$ cat src/rtl/uart_pkg.sv
// uart_pkg: shared UART receiver/transmitter types, constants and baud divider helper
package uart_pkg;
    typedef enum logic [2:0] {IDLE, START, DATA, STOP, WAIT_IDLE, PARITY} rx_state_e;
    localparam int DATA_BITS = 8;
    localparam logic [31:0] UART_DATA_ADDR = 32'hBFD003F8;
    localparam logic [31:0] UART_STAT_ADDR = 32'hBFD003FC;
    function automatic int baud_div(input int clk_freq, input int baud, input int oversample);
        return (clk_freq + baud * oversample / 2) / (baud * oversample);
    endfunction
endpackage

$ cat src/rtl/uart_baud_tick.sv
// uart_baud_tick: free-running divider emitting a one-clock tick every DIV clocks
module uart_baud_tick #(
    parameter int DIV = 358
) (
    input  logic clk,
    input  logic rst,
    output logic tick
);
    localparam int W = DIV > 1 ? $clog2(DIV) : 1;
    logic [W-1:0] cnt_q, cnt_d;
    assign tick = cnt_q == W'(DIV - 1);
    always_comb cnt_d = tick ? '0 : cnt_q + W'(1);
    always_ff @(posedge clk) begin
        if (rst) cnt_q <= '0;
        else     cnt_q <= cnt_d;
    end
endmodule

$ cat src/rtl/uart_rx_core.sv
// uart_rx_core: 8N1 UART receiver with 3-sample majority vote; define UART_RX_PARITY_EN for even parity
module uart_rx_core import uart_pkg::*; #(
    parameter int CLK_FREQ   = 55000000,
    parameter int BAUD       = 9600,
    parameter int OVERSAMPLE = 16
) (
    input  logic       clk,
    input  logic       rst,
    input  logic       rxd,
    input  logic       rx_clear,
    output logic [7:0] rx_data,
    output logic       rx_ready,
    output logic       frame_err,
`ifdef UART_RX_PARITY_EN
    output logic       parity_err,
`endif
    output logic       overrun
);
    localparam int SW = $clog2(OVERSAMPLE);
    logic tick;
    uart_baud_tick #(.DIV(baud_div(CLK_FREQ, BAUD, OVERSAMPLE))) u_tick (
        .clk (clk),
        .rst (rst),
        .tick(tick)
    );
    rx_state_e state_q, state_d;
    logic [1:0] sync_q, sync_d, vote_q, vote_d;
    logic prev_q, prev_d, ready_q, ready_d, ferr_q, ferr_d, ovr_q, ovr_d;
    logic [SW-1:0] cnt_q, cnt_d;
    logic [2:0] idx_q, idx_d;
    logic [7:0] shift_q, shift_d, data_q, data_d;
`ifdef UART_RX_PARITY_EN
    logic pbad_q, pbad_d, perr_q, perr_d;
    assign parity_err = perr_q;
`endif
    logic rx_s, fall, mid_lo, mid, vote_t, bit_end, maj;
    assign rx_s    = sync_q[1];
    assign fall    = prev_q & ~rx_s;
    assign mid_lo  = tick && cnt_q == SW'(OVERSAMPLE / 2 - 1);
    assign mid     = tick && cnt_q == SW'(OVERSAMPLE / 2);
    assign vote_t  = tick && cnt_q == SW'(OVERSAMPLE / 2 + 1);
    assign bit_end = tick && cnt_q == SW'(OVERSAMPLE - 1);
    assign maj     = (vote_q[0] & vote_q[1]) | (rx_s & (vote_q[0] | vote_q[1]));
    assign rx_data   = data_q;
    assign rx_ready  = ready_q;
    assign frame_err = ferr_q;
    assign overrun   = ovr_q;
    always_comb begin
        sync_d  = {sync_q[0], rxd};
        prev_d  = rx_s;
        state_d = state_q;
        cnt_d   = tick ? cnt_q + SW'(1) : cnt_q;
        idx_d   = idx_q;
        shift_d = shift_q;
        vote_d  = {mid ? rx_s : vote_q[1], mid_lo ? rx_s : vote_q[0]};
        data_d  = data_q;
        ready_d = rx_clear ? 1'b0 : ready_q;
        ferr_d  = rx_clear ? 1'b0 : ferr_q;
        ovr_d   = rx_clear ? 1'b0 : ovr_q;
`ifdef UART_RX_PARITY_EN
        pbad_d  = pbad_q;
        perr_d  = rx_clear ? 1'b0 : perr_q;
`endif
        case (state_q)
            IDLE: begin
                cnt_d = '0;
                if (fall) state_d = START;
            end
            START: begin
                if (vote_t && maj) state_d = IDLE;
                else if (bit_end) begin
                    state_d = DATA;
                    idx_d   = '0;
                end
            end
            DATA: begin
                if (vote_t) shift_d = {maj, shift_q[7:1]};
                if (bit_end) begin
                    idx_d = idx_q + 3'd1;
`ifdef UART_RX_PARITY_EN
                    if (idx_q == 3'(DATA_BITS - 1)) state_d = PARITY;
`else
                    if (idx_q == 3'(DATA_BITS - 1)) state_d = STOP;
`endif
                end
            end
`ifdef UART_RX_PARITY_EN
            PARITY: begin
                if (vote_t) pbad_d = ^shift_q ^ maj;
                if (bit_end) state_d = STOP;
            end
`endif
            STOP: begin
                if (vote_t && maj) begin
                    data_d  = shift_q;
                    ready_d = 1'b1;
                    if (ready_q && !rx_clear) ovr_d = 1'b1;
`ifdef UART_RX_PARITY_EN
                    if (pbad_q) perr_d = 1'b1;
`endif
                    state_d = IDLE;
                end else if (vote_t) begin
                    ferr_d  = 1'b1;
                    cnt_d   = '0;
                    state_d = WAIT_IDLE;
                end
            end
            WAIT_IDLE: begin
                if (!rx_s) cnt_d = '0;
                else if (tick) begin
                    cnt_d = SW'(1);
                    if (cnt_q != '0) state_d = IDLE;
                end
            end
            default: state_d = IDLE;
        endcase
    end
    always_ff @(posedge clk) begin
        if (rst) begin
            sync_q  <= 2'b11;
            prev_q  <= 1'b1;
            state_q <= IDLE;
            cnt_q   <= '0;
            idx_q   <= '0;
            shift_q <= '0;
            vote_q  <= '0;
            data_q  <= '0;
            ready_q <= 1'b0;
            ferr_q  <= 1'b0;
            ovr_q   <= 1'b0;
`ifdef UART_RX_PARITY_EN
            pbad_q  <= 1'b0;
            perr_q  <= 1'b0;
`endif
        end else begin
            sync_q  <= sync_d;
            prev_q  <= prev_d;
            state_q <= state_d;
            cnt_q   <= cnt_d;
            idx_q   <= idx_d;
            shift_q <= shift_d;
            vote_q  <= vote_d;
            data_q  <= data_d;
            ready_q <= ready_d;
            ferr_q  <= ferr_d;
            ovr_q   <= ovr_d;
`ifdef UART_RX_PARITY_EN
            pbad_q  <= pbad_d;
            perr_q  <= perr_d;
`endif
        end
    end
endmodule

$ cat config.mk
export PLATFORM = sky130hd
export DESIGN_NAME = uart_rx_core
export DESIGN_NICKNAME = d
export VERILOG_FILES = /design/src/rtl/uart_pkg.sv /design/src/rtl/uart_baud_tick.sv /design/src/rtl/uart_rx_core.sv
export SDC_FILE = /design/constraint.sdc
export NUM_CORES = 1
export LEC_CHECK = 0
export ABC_CLOCK_PERIOD_IN_PS = 5200
export BUFFER_PORTS_ARGS = -buffer_cell sky130_fd_sc_hd__buf_2
export CAP_MARGIN = 20
export CORE_MARGIN = 2
export CORE_UTILIZATION = 35
export DETAILED_ROUTE_END_ITERATION = 10
export PLACE_DENSITY = 0.54
export RECOVER_POWER = 25
export SLEW_MARGIN = 25
export SYNTH_ARGS = -nofsm -noshare
export SYNTH_HDL_FRONTEND = slang
export SYNTH_SLANG_ARGS = --single-unit
$ cat constraint.sdc
create_clock -name clk -period 5.2 [get_ports clk]
set_input_delay 0.26 -clock clk [delete_from_list [all_inputs] [get_ports clk]]
set_output_delay 0.26 -clock clk [all_outputs]
set_load 0.01 [all_outputs]
==> results of run 1 <==
## metrics by stage
stage / setup WS [ns] / cells / hold WS (ns)
floorplan: 3.26 / 217 / 0.337
global placement: 3.16 / 291 / 0.393
detailed placement: 3.07 / 291 / 0.399
CTS: 3.05 / 299 / 0.124
global route: 2.57 / 299 / 0.124
finish: 2.82 / 299 / 0.133
## layer usage
layer | part of all wire | up-vias
li1 | - | 764
met1 | 0.51 | 663
met2 | 0.45 | 12
met3 | 0.024 | 5
met4 | 0.011 | 0
met5 | 0 | -
## cells by family (layout without fill, tap and decap cells)
logic type	after synthesis	in the layout	share of synthesized area
xor+xnor	8	8	0.0367
buf+inv	15	27	0.0308
fa+ha+maj	9	9	0.0577
simple gates	102	102	0.273
compound gates	29	29	0.0919
mux	11	11	0.0584
flops	43	43	0.451
## power groups by stage
stage               clock network, uW  logic [uW]  registers (uW)
floorplan                           0        41.3             345
global placement                    0        44.8             352
detailed placement                  0        45.0             352
CTS                               234        45.0             344
global route                      249        51.8             345
finish                            224        44.5             344
## registers in the layout (all words and copies together), names as in the netlist
name and flops:
state_q 3, u_tick.cnt_q 9, rx_ready 1, frame_err 1, overrun 1, shift_q 8, prev_q 1, vote_q 2
cnt_q 4, sync_q 2, idx_q 3, rx_data 8
## area by class of cell
type | count | area (um^2)
clock buffer | 5 | 68.8
clock inverter | 3 | 26.3
fill | 553 | 3070
inverter | 5 | 18.8
multi-input combinational | 159 | 987
sequential | 43 | 861
tap | 70 | 87.6
timing repair buffer | 14 | 56.3
## placed cells by master, fill, tap and decap left out, drive strengths merged, types with 5 or more instances in the layout
master  count
nor3        8
dfxtp      43
ha          8
nand2      27
a21oi      19
xnor2       5
nor2       33
mux2i      10
nand3       7
clkbuf     16
inv         8
## worst max-delay path, stage by stage
cell,delay [ns]
sky130_fd_sc_hd__clkbuf_1,1.07
sky130_fd_sc_hd__inv_1,0.28
sky130_fd_sc_hd__o21ai_1,0.49
sky130_fd_sc_hd__a21oi_1,0.18
sky130_fd_sc_hd__a22o_1,0.27
## worst paths after layout
path                                   start                      end
setup reg to reg  u_tick.cnt_q[0]$_SDFF_PP0_  state_q[0]$_SDFFE_PP0P_
hold reg to reg         sync_q[0]$_SDFF_PP1_     sync_q[1]$_SDFF_PP1_
hold / removal                           rxd     sync_q[0]$_SDFF_PP1_
setup / recovery                         rst      cnt_q[1]$_SDFF_PP0_
==> run metrics, run 1 <==
maximum buffer depth of the clock tree 2; number of global-route vias before repair 1,426; number of instances in the synthesized netlist 217; worst IR drop on VDD 174 uV; maximum number of pins on one net before global-route repair 36; area inside the core boundary 0.00517 mm^2; clock tree root buffer cell sky130_fd_sc_hd__clkbuf_8; antenna cell count 0; fraction of power consumed by combinational cells 0.073; slew at the pin closest to its max-slew limit 1.51 ns; violated checks max-capacitance violations, max-slew violations; area of all placed cells without fillers 0.00211 mm^2; Placed Instance Area 0.00202 mm^2; max-slew violation count 36; total power consumption of the routed design 612 uW; endpoint kind of the worst setup timing path register; global-route wire length before repair 6470 um; utilization of the core after routing 0.407; Fmax achieved 420 MHz; Synthesized Nets 229; accumulated negative setup slack 0 ns; Congestion Overflow GR 0; worst clock skew on the final layout 0.00677 ns; HPWL after DPL 2610 um; deepest level of the CTS H-tree 2; Via Count 1,444; sequential fraction of the synthesis area 0.451; Fin. Hold Viols 0; total global routing track utilization 0.134; height of the chip 77.8 um; WHS Path Cells 2; GRT busiest layer met2; clock-pin transition on the worst setup and hold timing paths 0.09 ns; Synth cell types 40; Max Cap Violations 1; standard-cell rows 26; outcome finished, violations left; initial drt markers 53; relative area change from synthesis to final layout 10.4%; Initial Util 0.369; unrepaired setup endpoints after global routing no; met2 usage in global routing 0.222; Die ar. 0.00605 mm^2; hold_buf cts 0; Required @ worst endpoint 5.40 ns; fraction of final layout cells sized beyond drive strength 1 0.0873; minimum period implied by the final worst setup slack 2.38 ns; Routed Wire Length 3640 um; CTS tree done; PwrDens 291 mW/mm^2; number of flops mapped to enable cells by yosys 0; P_leak 0.000719 uW; Resize count post-CTS 0; cell type with the largest total area after synthesis sky130_fd_sc_hd__dfxtp_1; post-synthesis register bit count 43; number of warning messages in the yosys log 0; primary flip-flop cell chosen by synthesis mapping sky130_fd_sc_hd__dfxtp_1; Net Sw Frac 0.262; final net count 240; Rel. slew slack -0.00995; reg-to-reg setup timing slack 3.04 ns; number of sinks on the clock net 43; routed wire length per instance 12.2 um; Worst Setup Path Type in2reg; total setup buffers inserted after CTS 0; top cells by area in the synthesized netlist sky130_fd_sc_hd__dfxtp_1 45%, sky130_fd_sc_hd__nor2_1 6.3%, sky130_fd_sc_hd__nand2_1 5.3%; routability-driven placement congestion ratio 0.775; IO buf count 14; Post-Synthesis Cell Area 0.00191 mm^2; DRT Pass-1 Iters 4; Top-Level Pins 15; share of the synthesized area in the top cell type 0.451; die width 77.8 um; Inserted Clock Buffers 5; DRC violations left 0; share of total power in sequential cells 0.562; Worst setup SP type primary input; proportion of power drawn by the clock network 0.365; final clock period utilization by the worst path 0.458; number of setup violations in the final report 0; cell depth of the worst flop-to-flop path 6; via-per-instance ratio 4.83; leading cell type by number of instances after synthesis sky130_fd_sc_hd__dfxtp_1; Worst Hold Class in2reg; initial antenna violation count 0; largest fanout on the critical path 35; per-instance average area after synthesis 8.79 um^2; met1 GRT Util 0.169; internal power component 452 uW; final antenna-violating net count 0; clock latency of the later-clocked register in the worst-skew pair 0.30 ns; share of async-settable or async-resettable flops after synthesis 0; Critical Path AT 2.58 ns; switching power summed over all nets 160 uW; Commonest cells post-synth 43 x sky130_fd_sc_hd__dfxtp_1, 32 x sky130_fd_sc_hd__nor2_1, 27 x sky130_fd_sc_hd__nand2_1, 19 x sky130_fd_sc_hd__a21oi_1, 10 x sky130_fd_sc_hd__mux2i_1; fraction of met3 tracks used by global routing 0.0314
Note: power is estimated with default switching activity, not from simulation.
==> run 2, diff against run 1 <==
--- a/config.mk
+++ b/config.mk
@@ -5,13 +5,14 @@
 export SDC_FILE = /design/constraint.sdc
 export NUM_CORES = 1
 export LEC_CHECK = 0
-export ABC_CLOCK_PERIOD_IN_PS = 5200
+export ABC_AREA = 1
+export ABC_CLOCK_PERIOD_IN_PS = 2100
 export BUFFER_PORTS_ARGS = -buffer_cell sky130_fd_sc_hd__buf_2
 export CAP_MARGIN = 20
 export CORE_MARGIN = 2
 export CORE_UTILIZATION = 35
 export DETAILED_ROUTE_END_ITERATION = 10
-export PLACE_DENSITY = 0.54
+export PLACE_DENSITY = 0.56
 export RECOVER_POWER = 25
 export SLEW_MARGIN = 25
 export SYNTH_ARGS = -nofsm -noshare
==> constraint.sdc (replaced) <==
create_clock -name clk -period 2.1 [get_ports clk]
set_input_delay 0.105 -clock clk [delete_from_list [all_inputs] [get_ports clk]]
set_output_delay 0.105 -clock clk [all_outputs]
set_load 0.01 [all_outputs]
==> run 2 against run 1 <==
Against the previous run: the run now ends clean; sequential cell count did not move; synthesized area rose by 1.4%; die area rose by 1.4%; cell area rose by 2.9%; sequential power rose to 2.5 times the previous value; non-clock buffer count rose by 2; via count rose by 8.6%; count of clock-buffer cells in the layout did not move.
==> run metrics, run 2 <==
number of flops mapped to enable cells by yosys 0; Synth cell types 29; Required @ worst endpoint 2.26 ns; Routed Wire Length 3580 um; Die ar. 0.00614 mm^2; die width 78.3 um; worst IR drop on VDD 414 uV; antenna cell count 0; Max Cap Violations 0; standard-cell rows 27; routed wire length per instance 10.4 um; max reg flops 9; share of async-settable or async-resettable flops after synthesis 0; number of instances in the placed design 333; via-per-instance ratio 4.57; Placed Instance Area 0.00207 mm^2; Synthesized Nets 263; top cells by area in the synthesized netlist sky130_fd_sc_hd__dfxtp_1 45%, sky130_fd_sc_hd__nor2_1 8.7%, sky130_fd_sc_hd__nand2_1 7.4%; routability-driven placement congestion ratio 0.811; final-layout fill cell count 603; cell repeated most along the worst path sky130_fd_sc_hd__nand2_1; delay contributed by the slowest stage of the critical path 0.39 ns; Fmax achieved 578 MHz; CTS tree done; Critical Path AT 1.89 ns; outcome finished clean; Inserted Clock Buffers 5; Commonest cells post-synth 45 x sky130_fd_sc_hd__nor2_1, 43 x sky130_fd_sc_hd__dfxtp_1, 38 x sky130_fd_sc_hd__nand2_1, 26 x sky130_fd_sc_hd__inv_1, 18 x sky130_fd_sc_hd__o21ai_0; unrepaired setup endpoints after global routing no; total global routing track utilization 0.129; WHS Path Cells 2; reg-to-reg setup timing slack 0.37 ns; maximum number of pins on one net before global-route repair 24; per-instance average area after synthesis 7.71 um^2; minimum period implied by the final worst setup slack 1.73 ns; number of global-route vias before repair 1,472; DRT Pass-1 Iters 4; global-route wire length before repair 6380 um; area inside the core boundary 0.00541 mm^2; P_leak 0.000961 uW; Worst Hold Class in2reg; number of warning messages in the yosys log 0; accumulated negative setup slack 0 ns; Fin. Hold Viols 0; cell depth of the worst flop-to-flop path 12; total setup buffers inserted after CTS 0; HPWL after DPL 2540 um; Top-Level Pins 15; area of all placed cells without fillers 0.00217 mm^2; initial antenna violation count 0; clock tree root buffer cell sky130_fd_sc_hd__clkbuf_8; final antenna-violating net count 0; startpoint of the worst setup timing path u_tick.cnt_q[0]$_SDFF_PP0_; leading cell type by number of instances after synthesis sky130_fd_sc_hd__nor2_1; slew at the pin closest to its max-slew limit 0.671 ns; clock latency of the later-clocked register in the worst-skew pair 0.31 ns; sequential fraction of the synthesis area 0.445; cell type with the largest total area after synthesis sky130_fd_sc_hd__dfxtp_1; relative area change from synthesis to final layout 12.0%; deepest level of the CTS H-tree 2; Initial Util 0.358; most common cell after layout, fill and taps aside sky130_fd_sc_hd__nor2_1; initial drt markers 42; Worst setup SP type register; Via Count 1,568; cell-by-cell listing of the critical path ha_1 > nand2_1 > inv_1 > nand2_1 > nor2_8 > inv_2 > nor2_2 > nand2_1 > inv_1 > nand2_1 > nand2_1 > a21oi_1; clock-pin transition on the worst setup and hold timing paths 0.08 ns; Worst Setup Path Type reg2reg; number of sinks on the clock net 43; number of instances in the synthesized netlist 251; largest fanout on the critical path 8; Congestion Overflow GR 0; Worst Hold Path EP state_q[1]$_SDFFE_PP0P_; fraction of final layout cells sized beyond drive strength 1 0.111; endpoint kind of the worst setup timing path register; height of the chip 78.3 um; IO buf count 14; number of setup violations in the final report 0; Post-Synthesis Cell Area 0.00193 mm^2; top register by number of flip-flops u_tick.cnt_q; startpoint of the worst-slack reg-to-reg timing path u_tick.cnt_q[0]$_SDFF_PP0_; maximum buffer depth of the clock tree 2; final clock period utilization by the worst path 0.824; worst clock skew on the final layout 0.0125 ns; post-synthesis register bit count 43; max-slew violation count 0; end of the worst register-to-register path idx_q[1]$_SDFFE_PP0P_; Final Non-Filler Cells 343; final net count 282; primary flip-flop cell chosen by synthesis mapping sky130_fd_sc_hd__dfxtp_1; Rel. slew slack 0.552; DRC violations left 0; commonest cells after routing, fill and taps aside 45 x sky130_fd_sc_hd__nor2_1, 43 x sky130_fd_sc_hd__dfxtp_1, 38 x sky130_fd_sc_hd__nand2_1, 26 x sky130_fd_sc_hd__inv_1, 18 x sky130_fd_sc_hd__o21ai_0; PwrDens 777 mW/mm^2; share of the synthesized area in the top cell type 0.445; crit path max-delay cell type sky130_fd_sc_hd__dfxtp_1; critical hold path startpoint rst
[run 2: cell types whose count changed after synthesis, moves of 6 or more]
cell | previous run | this run
sky130_fd_sc_hd__a21oi_1 | 19 | 11
sky130_fd_sc_hd__nand2_1 | 27 | 38
sky130_fd_sc_hd__mux2i_1 | 10 | 0
sky130_fd_sc_hd__nand3_1 | 7 | 13
sky130_fd_sc_hd__o21ai_0 | 0 | 18
sky130_fd_sc_hd__clkbuf_1 | 8 | 2
sky130_fd_sc_hd__nor2_1 | 32 | 45
sky130_fd_sc_hd__inv_1 | 5 | 26
[run 2: per-stage QoR]
stage	utilization	total power (uW)	hold slack [ns]	setup slack (ns)
5_1_grt	0.401	1780	0.370	0.180
3_5_place_dp	0.383	1160	0.292	0.355
4_1_cts	0.403	1710	0.166	0.347
2_1_floorplan	-	1110	0.182	0.559
6_report	0.401	1680	0.328	0.370
3_3_place_gp	0.383	1160	0.285	0.375
[run 2: cell families (layout without fill, tap and decap cells)]
| kind of cell | after synthesis | after routing | synth area share |
|---|---|---|---|
| buffers and inverters | 33 | 53 | 0.0699 |
| xor gates and xnor gates | 4 | 4 | 0.0181 |
| DFF | 43 | 43 | 0.445 |
| AOI/OAI and AO/OA | 36 | 36 | 0.102 |
| adders and majority gates | 8 | 8 | 0.0517 |
| and+or+nand+nor | 127 | 127 | 0.313 |
[run 2: per-layer routing]
metal  GRT usage  vias up  wire length, um  part of all wire
li1            -      846                -                 -
met1       0.164      693             1800              0.50
met2       0.210       21             1580              0.44
met3      0.0310        8              124             0.035
met4      0.0526        0               67             0.019
met5           0        -                0                 0
[run 2: how the worst max path moves through the flow]
stage	endpoint	slack [ns]	cells after the start
finish	idx_q[1]$_SDFFE_PP0P_	0.37	12
global route	rx_data[2]$_SDFFE_PP0P_	0.18	10
CTS	rx_data[2]$_SDFFE_PP0P_	0.35	10
detailed placement	rx_data[2]$_SDFFE_PP0P_	0.36	10
global placement	rx_data[2]$_SDFFE_PP0P_	0.38	10
floorplan	state_q[0]$_SDFFE_PP0P_	0.56	12
[run 2: final cells by class]
type / count / area [um^2] / share of cell area
multi-input combinational: 175 / 938 / 0.433
sequential: 43 / 861 / 0.397
inverter: 29 / 109 / 0.0502
tap: 72 / 90.1 / 0.0416
timing repair buffer: 16 / 76.3 / 0.0352
clock buffer: 5 / 68.8 / 0.0318
clock inverter: 3 / 23.8 / 0.0110
[run 2: critical path, delay by kind of cell (launching register included)]
family          cells  cell delay, ns
simple gates        7            0.75
fa+ha+maj           1            0.16
compound gates      1            0.05
flops               1            0.39
buf+inv             3            0.25
[run 2: repair_timing]
action,CTS,global route
hold buffers,2,0
gates resized for setup,0,0
endpoints found under the hold margin,2,0
[run 2: report_power, final]
| group | switching [uW] | internal, uW | total (uW) |
|---|---|---|---|
| Clock | 306 | 238 | 544 |
| Combinational | 172 | 102 | 273 |
| Sequential | 27.6 | 840 | 868 |
| Total | 505 | 1180 | 1680 |
